$ cat src/rtl/flow_bus_elastic_pipe.sv
// flow_bus_elastic_pipe: chain of STAGES two-entry elastic stages.
// Every output is driven from a flop, gated only by enable, flush and rst.
// This cuts timing on both the data path and the ready path.
//
// Handshake: a word moves across a port exactly when valid and ready are
// both high at a rising clk edge. A producer may drive valid before it
// sees ready. Ready never depends on valid or ready from further
// downstream in the same cycle. down_data always holds the oldest stored
// word while down_valid is high.
module flow_bus_elastic_pipe #(
  parameter int DATA_WIDTH = 8,
  parameter int STAGES     = 2,
  parameter bit USE_ENABLE = 1'b1,
  localparam int OCC_WIDTH = $clog2(2*STAGES+1)
) (
  input  logic                  clk,
  input  logic                  rst,
  input  logic                  enable,
  input  logic                  flush,
  output logic                  up_ready,
  input  logic                  up_valid,
  input  logic [DATA_WIDTH-1:0] up_data,
  input  logic                  down_ready,
  output logic                  down_valid,
  output logic [DATA_WIDTH-1:0] down_data,
  output logic [OCC_WIDTH-1:0]  occupancy
);

  localparam logic [OCC_WIDTH-1:0] OCC_ONE = OCC_WIDTH'(1);

  // Per-stage state exported so neighbouring stages can see it.
  logic [STAGES-1:0]     m_valid_v;
  logic [STAGES-1:0]     rdy_v;
  logic [DATA_WIDTH-1:0] m_data_v [STAGES];

  logic en_eff;
  logic active;
  logic up_fire;
  logic down_fire;

  // With USE_ENABLE cleared, enable is forced high.
  assign en_eff = enable | ~USE_ENABLE;
  // No handshake may complete while frozen or flushing.
  assign active = en_eff & ~flush;

  for (genvar g = 0; g < STAGES; g++) begin : g_stage
    logic                  in_valid;
    logic [DATA_WIDTH-1:0] in_data;
    logic                  out_ready;
    logic                  in_fire;
    logic                  out_fire;

    logic                  m_valid_q, m_valid_d;
    logic [DATA_WIDTH-1:0] m_data_q,  m_data_d;
    logic                  s_valid_q, s_valid_d;
    logic [DATA_WIDTH-1:0] s_data_q,  s_data_d;
    logic                  rdy_q,     rdy_d;

    if (g == 0) begin : g_first
      assign in_valid = up_valid;
      assign in_data  = up_data;
      assign up_fire  = in_fire;
    end else begin : g_chain
      assign in_valid = m_valid_v[g-1];
      assign in_data  = m_data_v[g-1];
    end

    if (g == STAGES-1) begin : g_last
      assign out_ready = down_ready;
      assign down_fire = out_fire;
    end else begin : g_inner
      assign out_ready = rdy_v[g+1];
    end

    assign in_fire  = in_valid & rdy_q & active;
    assign out_fire = m_valid_q & out_ready & active;

    assign m_valid_v[g] = m_valid_q;
    assign m_data_v[g]  = m_data_q;
    assign rdy_v[g]     = rdy_q;

    // Next state of the M/S pair: S refills M first, so the order is kept.
    always_comb begin
      m_valid_d = m_valid_q;
      m_data_d  = m_data_q;
      s_valid_d = s_valid_q;
      s_data_d  = s_data_q;
      if (out_fire) begin
        if (s_valid_q) begin
          m_data_d  = s_data_q;
          s_valid_d = 1'b0;
        end else if (in_fire) begin
          m_data_d  = in_data;
        end else begin
          m_valid_d = 1'b0;
        end
      end else if (in_fire) begin
        if (!m_valid_q) begin
          m_valid_d = 1'b1;
          m_data_d  = in_data;
        end else begin
          s_valid_d = 1'b1;
          s_data_d  = in_data;
        end
      end
      if (flush) begin
        m_valid_d = 1'b0;
        s_valid_d = 1'b0;
      end
      // Ready is the registered emptiness of the skid slot.
      rdy_d = ~s_valid_d;
    end

    // Stage registers; reset leaves the stage empty and ready.
    always_ff @(posedge clk or negedge rst) begin
      if (!rst) begin
        m_valid_q <= 1'b0;
        m_data_q  <= '0;
        s_valid_q <= 1'b0;
        s_data_q  <= '0;
        rdy_q     <= 1'b1;
      end else begin
        m_valid_q <= m_valid_d;
        m_data_q  <= m_data_d;
        s_valid_q <= s_valid_d;
        s_data_q  <= s_data_d;
        rdy_q     <= rdy_d;
      end
    end
  end

  logic [OCC_WIDTH-1:0] occ_q, occ_d;

  // Word count: up adds one, down removes one, both together cancel.
  always_comb begin
    occ_d = occ_q;
    if (flush) begin
      occ_d = '0;
    end else if (up_fire && !down_fire) begin
      occ_d = occ_q + OCC_ONE;
    end else if (down_fire && !up_fire) begin
      occ_d = occ_q - OCC_ONE;
    end
  end

  // Occupancy register.
  always_ff @(posedge clk or negedge rst) begin
    if (!rst) begin
      occ_q <= '0;
    end else begin
      occ_q <= occ_d;
    end
  end

  // The stage-0 ready flop resets to 1, so up_ready is also masked by rst.
  assign up_ready   = rdy_v[0] & active & rst;
  assign down_valid = m_valid_v[STAGES-1] & active;
  assign down_data  = m_data_v[STAGES-1];
  assign occupancy  = occ_q;

endmodule

$ cat config.mk
export PLATFORM = sky130hd
export DESIGN_NAME = flow_bus_elastic_pipe
export DESIGN_NICKNAME = d
export VERILOG_FILES = /design/src/rtl/flow_bus_elastic_pipe.sv
export SDC_FILE = /design/constraint.sdc
export NUM_CORES = 1
export LEC_CHECK = 0
export ABC_AREA = 1
export CAP_MARGIN = 20
export CORE_MARGIN = 2
export CORE_UTILIZATION = 50
export CTS_BUF_LIST = sky130_fd_sc_hd__clkbuf_16
export CTS_CLUSTER_DIAMETER = 60
export DETAILED_ROUTE_END_ITERATION = 12
export PLACE_DENSITY = 0.81
export SYNTH_ARGS = -nofsm -noshare
export SYNTH_HDL_FRONTEND = slang
export SYNTH_SLANG_ARGS = --single-unit
$ cat constraint.sdc
create_clock -name clk -period 3.4 [get_ports clk]
set_input_delay 1.02 -clock clk [delete_from_list [all_inputs] [get_ports clk]]
set_output_delay 1.02 -clock clk [all_outputs]
set_load 0.05 [all_outputs]
After elaboration in Yosys (flattened, before gate mapping)
Index checks and enable logic that the tools add are counted.
{"block": "totals", "ff_bits": 41, "in_bits": 14, "out_inout_bits": 13, "word_cells": 82}
{"block": "op_classes", "addsub": 2, "eq_ne": 6, "muxes": 31, "bitwise_logic": 15, "reduce_logical": 17}
{"op": "$mux W8", "count": 10}
{"op": "$mux W1", "count": 18}
{"op": "$reduce_and A3 Y1", "count": 6}
{"op": "$ne A3 B3 Y1 const B", "count": 4}
{"op": "$and A1 B1 Y1", "count": 10}
{"op": "$mux W3", "count": 3}
{"op": "$reduce_bool A3 Y1", "count": 3}
{"op": "$reduce_bool A2 Y1", "count": 4}
{"op": "$not A1 Y1", "count": 5}
{"op": "$ne A2 B2 Y1 const B", "count": 2}
{"op": "$add A3 B1 Y3 const B", "count": 1}
{"op": "$sub A3 B1 Y3 const B", "count": 1}
{"op": "$logic_and A1 B1 Y1", "count": 2}
{"op": "$logic_not A1 Y1", "count": 2}

Depth between registers and ports, before layout
Gate-level depths: netlist of the first run.
{"block": "depth", "ltp_word": 8, "ltp_mapped": 12, "ltp_nobuf": 12}

Worst setup path after synthesis of the first run
OpenSTA, ideal clock, no wires.
{"block": "synth_timing", "kind": "in2out", "from": "input flush", "to": "output down_valid", "t_arrival_ns": 1.879, "t_required_ns": 2.380, "path_slack_ns": 0.501, "stages": 3, "n_path_buf": 0, "path_cell_list": "inv_2 > nand2_4 > nor2_1"}
{"block": "synth_via", "elab_chain_len": 3}
{"element": "from (decl)", "line_no": "19", "source": "input logic flush,"}
{"element": "$not A1 Y1", "line_no": "44", "source": "assign active = en_eff & ~flush;"}
{"element": "$and A1 B1 Y1", "line_no": "44"}
{"element": "$and A1 B1 Y1", "line_no": "157", "source": "assign down_valid = m_valid_v[STAGES-1] & active;"}
{"element": "to (decl)", "line_no": "24", "source": "output logic down_valid,"}
No other way between the ends.

Worst setup path in the final report of the first run
{"block": "layout_timing", "from": "input enable", "to": "output up_ready"}
{"block": "layout_via", "elab_chain_len": 3}
{"element": "from (decl)", "line_no": "18", "source": "input logic enable,"}
{"element": "$and A1 B1 Y1", "line_no": "44"}
{"element": "$and A1 B1 Y1 (2 in a row)", "line_no": "156", "source": "assign up_ready = rdy_v[0] & active & rst;"}
{"element": "to (decl)", "line_no": "20", "source": "output logic up_ready,"}
No other way between the ends.

==> results.txt, run 1 <==
Synth Warn #: 0
largest net degree at the start of global routing: 42
setup fix buffers added after clock tree synthesis: 0
Initial Util: 51.14%
WL met3: 123 um
largest family of logic cells by synthesized area: simple AND/OR/NAND/NOR gates
Num CTS Buffers: 5
NetSw: 0.4339 mW
Worst-Skew Late Latency: 0.28 ns
crit path launch type: primary input
post-synthesis cell count: 277
top_reg_cell synth: dfrtp_1
net switching fraction of the power: 31.29%
largest area contributor in the netlist: dfrtp_1
GPL Wtd Cong: 0.7985
vias: 1736
wire per inst: 11.07 um
final non-filler cell area: 2628 sq um
grt ovf: 0
number of synthesized flops with an enable pin: 0
met2 routed WL: 1949 um
clock network power share: 31.1%
Post-synth ARST share: 100.0%
Die Wd: 70.27 um
Worst R2R Path Depth: 8
Post-Synth Adder-Cell Area: 0.9117%
DR iter-0 viols: 79
Worst Clk Skew: 0.005908 ns
#FFs+latches synth: 41
Die Footprint: 4938 sq um
area share of the largest cell type after synthesis: 44.44%
Critical Path AT: 2.12 ns
first-pass detailed-route iteration total: 4
diode count: 0
Die H: 70.27 um
Net Count, Synth: 292
Comb power frac: 25.8%
I/O pin cnt: 27
internal power: 0.9528 mW
Global Route Usage Sum: 18.38%
worst hold stages: 2
first-pass GRT wire length: 7113 um
Worst slew margin: 67.16%
CP Max Fanout: 4
Flop pwr share: 43.1%
CTS tree: done
commonest non-fill, non-tap cell in the layout: nand2_1
mux cell area share after synthesis: 0%
Final Cycle Share: 92.49%
max-slew violation count: 0
core region area: 4294 sq um
sequential fraction of the synthesis area: 46.84%
syn avg cell area: 7.927 sq um
status: completed
Site Rows: 24
Clock transition at path regs: 0.05 ns
count of buffers from port buffering: 26
Routed Antenna Nets: 0
worst min path class: reg -> reg
layout cells sized above 1: 12.79%
vias in the first global route: 1621
crit end category: output pin
Layout area overhead: 19.66%
highest metal used: met4
post-CTS sizing: 0
xor/xnor cell area share of the yosys netlist: 0.3989%
commonest cells after routing, fill and taps aside: nand2_1, dfrtp_1, o21ai_0
Worst Path Required: 2.38 ns
DRT Wirelength: 3953 um
Clock Tree Buf Depth: 2
pwr dens: 527.8 nW/um^2
post-synthesis compound-gate area fraction: 13.68%
RSZ-0062 raised after global routing: no
initial antenna violation count: 0
Metal-1 WL: 1804 um
Synth cell types: 24
hold buffers post-CTS: 0
H-tree depth: 2
HPWL Detailed: 2968 um
CTS Sinks: 41
number of vias per cell: 4.863
Post-Synth Simple-Gate Area: 29.57%
VDD IR-drop max: 0.3154 mV
DRC: 0
crit path kind: in -> out
fmax: 318.0 MHz
Nets: 319
final hold vios: 0
# placed instances: 349
dpl cell area: 2491 sq um
fin cells: 357
Final setup violation count: 0
Synth area leaders: dfrtp_1, nand2_1, o21ai_0
setup TNS: 0 ns
pin slew with the least headroom to its limit: 0.4910 ns
root buffer cell: clkbuf_16
min Tclk post-route: 3.145 ns
Pleak: 1.268 nW
Post-Syn Area: 2196 sq um
Max Cap Violations: 0
layout make-up:
type / instances / area, sq um
Multi-Input combinational cell: 196 / 978.4
Timing Repair Buffer: 29 / 297.8
Clock buffer: 5 / 125.1
Fill cell: 398 / 1667
Sequential cell: 41 / 1028
Inverter: 31 / 121.4
Tap cell: 52 / 65.06
Clock inverter: 3 / 11.26
synthesized netlist by cell type (4+ instances only):
cell type,count
buf_6,4
dfrtp_1,39
inv_1,28
nand2_1,98
nand2_2,4
nand2_4,5
nand3_1,19
nor2_1,6
o21ai_0,33
o21ai_1,10
o21ai_2,8
metal layers:
| layer | global-route usage (%) | up-vias |
|---|---|---|
| met5 | 0 | - |
| met4 | 8.547 | 0 |
| met3 | 3.608 | 7 |
| met2 | 31.03 | 27 |
| met1 | 22.55 | 765 |
| li1 | - | 937 |
final timing paths:
check	startpoint	end	slack, ns
max in group asynchronous	rst	g_stage[0].out_ready	2.18
hold reg to reg	g_stage[0].m_data_q[6]	g_stage[0].m_data_q[6]	0.48
min in group asynchronous	rst	down_data[6]	0.86
setup / recovery	enable	up_ready	0.26
setup reg to reg	g_stage[0].rdy_q	occupancy[1]	1.61
hold / removal	g_stage[0].m_data_q[6]	g_stage[0].m_data_q[6]	0.48
stage by stage:
stage | setup slack (ns) | hold slack (ns) | total power [mW] | util (%)
detailed placement | 0.2493 | 0.4678 | 0.9666 | 58.01
CTS | 0.2440 | 0.4823 | 1.404 | 61.19
global placement | 0.3073 | 0.4644 | 0.9559 | 58.01
floorplan | 0.5012 | 0.4491 | 0.8451 | -
global route | 0.2072 | 0.5015 | 1.467 | 61.19
finish | 0.2554 | 0.4755 | 1.387 | 61.19
registers in the layout (all words and copies together) (netlist names):
name               flops
g_stage.rdy_q          1
g_stage.s_data_q      16
g_stage.m_data_q       8
g_stage.out_ready      1
occupancy              3
down_data              8
g_stage.s_valid_q      2
g_stage.m_valid_q      2
critical path: stages:
cell and delay [ns]:
clkdlybuf4s50_1 0.59, nand2_4 0.12, nor2_1 0.22, buf_12 0.17
power groups by stage:
stage	registers (mW)	logic (mW)	clock network, mW
2_1_floorplan	0.706	0.139	0
6_report	0.598	0.358	0.431
3_5_place_dp	0.606	0.360	0
4_1_cts	0.599	0.362	0.443
5_1_grt	0.609	0.394	0.464
3_3_place_gp	0.603	0.353	0
cell families after synthesis:
logic type | after synthesis
and+or+nand+nor | 140
AOI/OAI and AO/OA | 54
DFF | 41
buffers and inverters | 40
xor gates and xnor gates | 1
adders and majority gates | 1
No activity file was read; power rests on OpenSTA's default activity.
==> run 2: changes to the inputs <==
Settings changed: CORE_MARGIN 2 to 4.
==> run 2 against run 1 <==
Effect of this change:
- global-route usage decreased by 1.6 points
- final cell count decreased by 0.56%
- core utilization increased by 2.6 points
- largest power group unchanged
- highest routed layer unchanged
==> results.txt, run 2 (same netlist as run 1, synthesis figures left out) <==
H-tree depth: 2 (unchanged)
Final Cycle Share: 92.26% (-0.23 points)
Site Rows: 23 (-4.2%)
total power: 1.399 mW (+0.90%)
Worst Clk Skew: 0.004688 ns (-0.001220 ns)
VDD IR-drop max: 0.2460 mV (-22%)
min Tclk post-route: 3.137 ns (-0.007790 ns)
largest reg by FF count: g_stage.s_data_q
Global Route Usage Sum: 16.78% (-1.6 points)
DRT Wirelength: 4044 um (+2.3%)
Final setup violation count: 0 (unchanged)
Num CTS Buffers: 5 (unchanged)
crit end category: output pin
largest net degree at the start of global routing: 42 (unchanged)
Comb power frac: 25.6% (-0.2 points)
core region area: 4115 sq um (-4.2%)
DRC: 0 (unchanged)
Initial Util: 53.36% (+2.2 points)
Nets: 319 (unchanged)
fin cells: 355 (-0.56%)
Die Wd: 74.27 um (+5.7%)
crit path launch type: primary input
HPWL Detailed: 2903 um (-2.2%)
max-slew violation count: 0 (unchanged)
commonest non-fill, non-tap cell in the layout: nand2_1
Worst Path Required: 2.38 ns (about the same)
setup fix buffers added after clock tree synthesis: 0 (unchanged)
layout cells sized above 1: 13.11% (+0.33 points)
CTS Sinks: 41 (unchanged)
Max Cap Violations: 0 (unchanged)
commonest cells after routing, fill and taps aside: nand2_1, dfrtp_1, o21ai_0
worst min path class: reg -> reg
pin slew with the least headroom to its limit: 0.5124 ns (+0.02134 ns)
crit path kind: in -> out
grt ovf: 0 (unchanged)
Flop pwr share: 42.7% (-0.4 points)
RSZ-0062 raised after global routing: no
Clock Tree Buf Depth: 2 (unchanged)
Die H: 74.27 um (+5.7%)
vias in the first global route: 1647 (+1.6%)
net switching fraction of the power: 31.79% (+0.50 points)
final hold vios: 0 (unchanged)
# placed instances: 347 (-0.57%)
pwr dens: 532.8 nW/um^2 (+0.95%)
diode count: 0 (unchanged)
DR iter-0 viols: 109 (+38%)
count of buffers from port buffering: 26 (unchanged)
first-pass GRT wire length: 7038 um (-1.1%)
I/O pin cnt: 27 (unchanged)
fmax: 318.8 MHz (+0.25%)
CTS tree: done
pre-CTS setup slack: 0.2792 ns (+0.02993 ns)
Largest register FFs: 16 (unchanged)
status: completed
Worst slew margin: 65.74% (-1.4 points)
hold buffers post-CTS: 0 (unchanged)
Pleak: 1.263 nW (-0.41%)
Clock transition at path regs: 0.06 ns (about the same)
initial antenna violation count: 0 (unchanged)
GPL Wtd Cong: 0.8335 (+4.4%)
vias: 1749 (+0.75%)
Routed Antenna Nets: 0 (unchanged)
root buffer cell: clkbuf_16
Critical Path AT: 2.12 ns (about the same)
final worst setup slack: 0.2632 ns (+0.007790 ns)
clock network power share: 31.7% (+0.6 points)
setup TNS: 0 ns (unchanged)
Die Footprint: 5516 sq um (+12%)
wire per inst: 11.39 um (+2.9%)
Worst-Skew Late Latency: 0.28 ns (about the same)
Layout area overhead: 19.60% (about the same)
CP Max Fanout: 4 (unchanged)
post-CTS sizing: 0 (unchanged)
number of vias per cell: 4.927 (+1.3%)
NetSw: 0.4448 mW (+2.5%)
internal power: 0.9543 mW (+0.16%)
first-pass detailed-route iteration total: 4 (unchanged)
## run 2: cell count changes in the layout (fill, tap and decap cells not counted)
cell      change
clkinv_1      +1
clkinv_2      +1
inv_1         -2
## run 2: metrics by stage
| step | utilization (%) | hold slack [ns] | instance area (sq um) |
|---|---|---|---|
| floorplan | - | 0.4491 | 2196 |
| global placement | 60.47 | 0.4645 | 2489 |
| detailed placement | 60.47 | 0.4676 | 2489 |
| CTS | 63.82 | 0.4821 | 2626 |
| global route | 63.82 | 0.5034 | 2626 |
| finish | 63.82 | 0.4774 | 2626 |
## run 2: path summary, 6_finish.rpt
path / slack [ns] / cells after the start / from / endpoint
max: 0.26 / 4 / enable / up_ready
min: 0.48 / 2 / g_stage[0].s_data_q[3] / g_stage[0].s_data_q[3]
max reg2reg: 1.59 / 8 / g_stage[0].rdy_q / occupancy[1]
min reg2reg: 0.48 / 2 / g_stage[0].s_data_q[3] / g_stage[0].s_data_q[3]
max in group asynchronous: 2.16 / 2 / rst / g_stage[0].out_ready
min in group asynchronous: 0.87 / 2 / rst / down_data[6]
## run 2: layer usage
metal / wire length, um / global-route usage, %
met1: 1861 / 19.26
met4: 59 / 6.719
met3: 193 / 4.459
met2: 1930 / 29.72
met5: 0 / 0
## run 2: critical path: stages
cell             delay, ns
clkdlybuf4s50_1       0.61
nand2_4               0.12
nor2_1                0.20
buf_12                0.17
## run 2: power by group through the flow
stage	sequential, mW	clock [mW]	combinational, mW
detailed placement	0.607	0	0.358
global route	0.608	0.468	0.394
global placement	0.603	0	0.354
finish	0.598	0.443	0.358
CTS	0.599	0.452	0.361
floorplan	0.706	0	0.139
## run 2: layout make-up
cell class                      count  area, sq um
Timing Repair Buffer               29        297.8
Clock inverter                      3        12.51
Inverter                           31        121.4
Tap cell                           50        62.56
Multi-Input combinational cell    196        978.4
Sequential cell                    41         1028
Fill cell                         376         1489
Clock buffer                        5        125.1
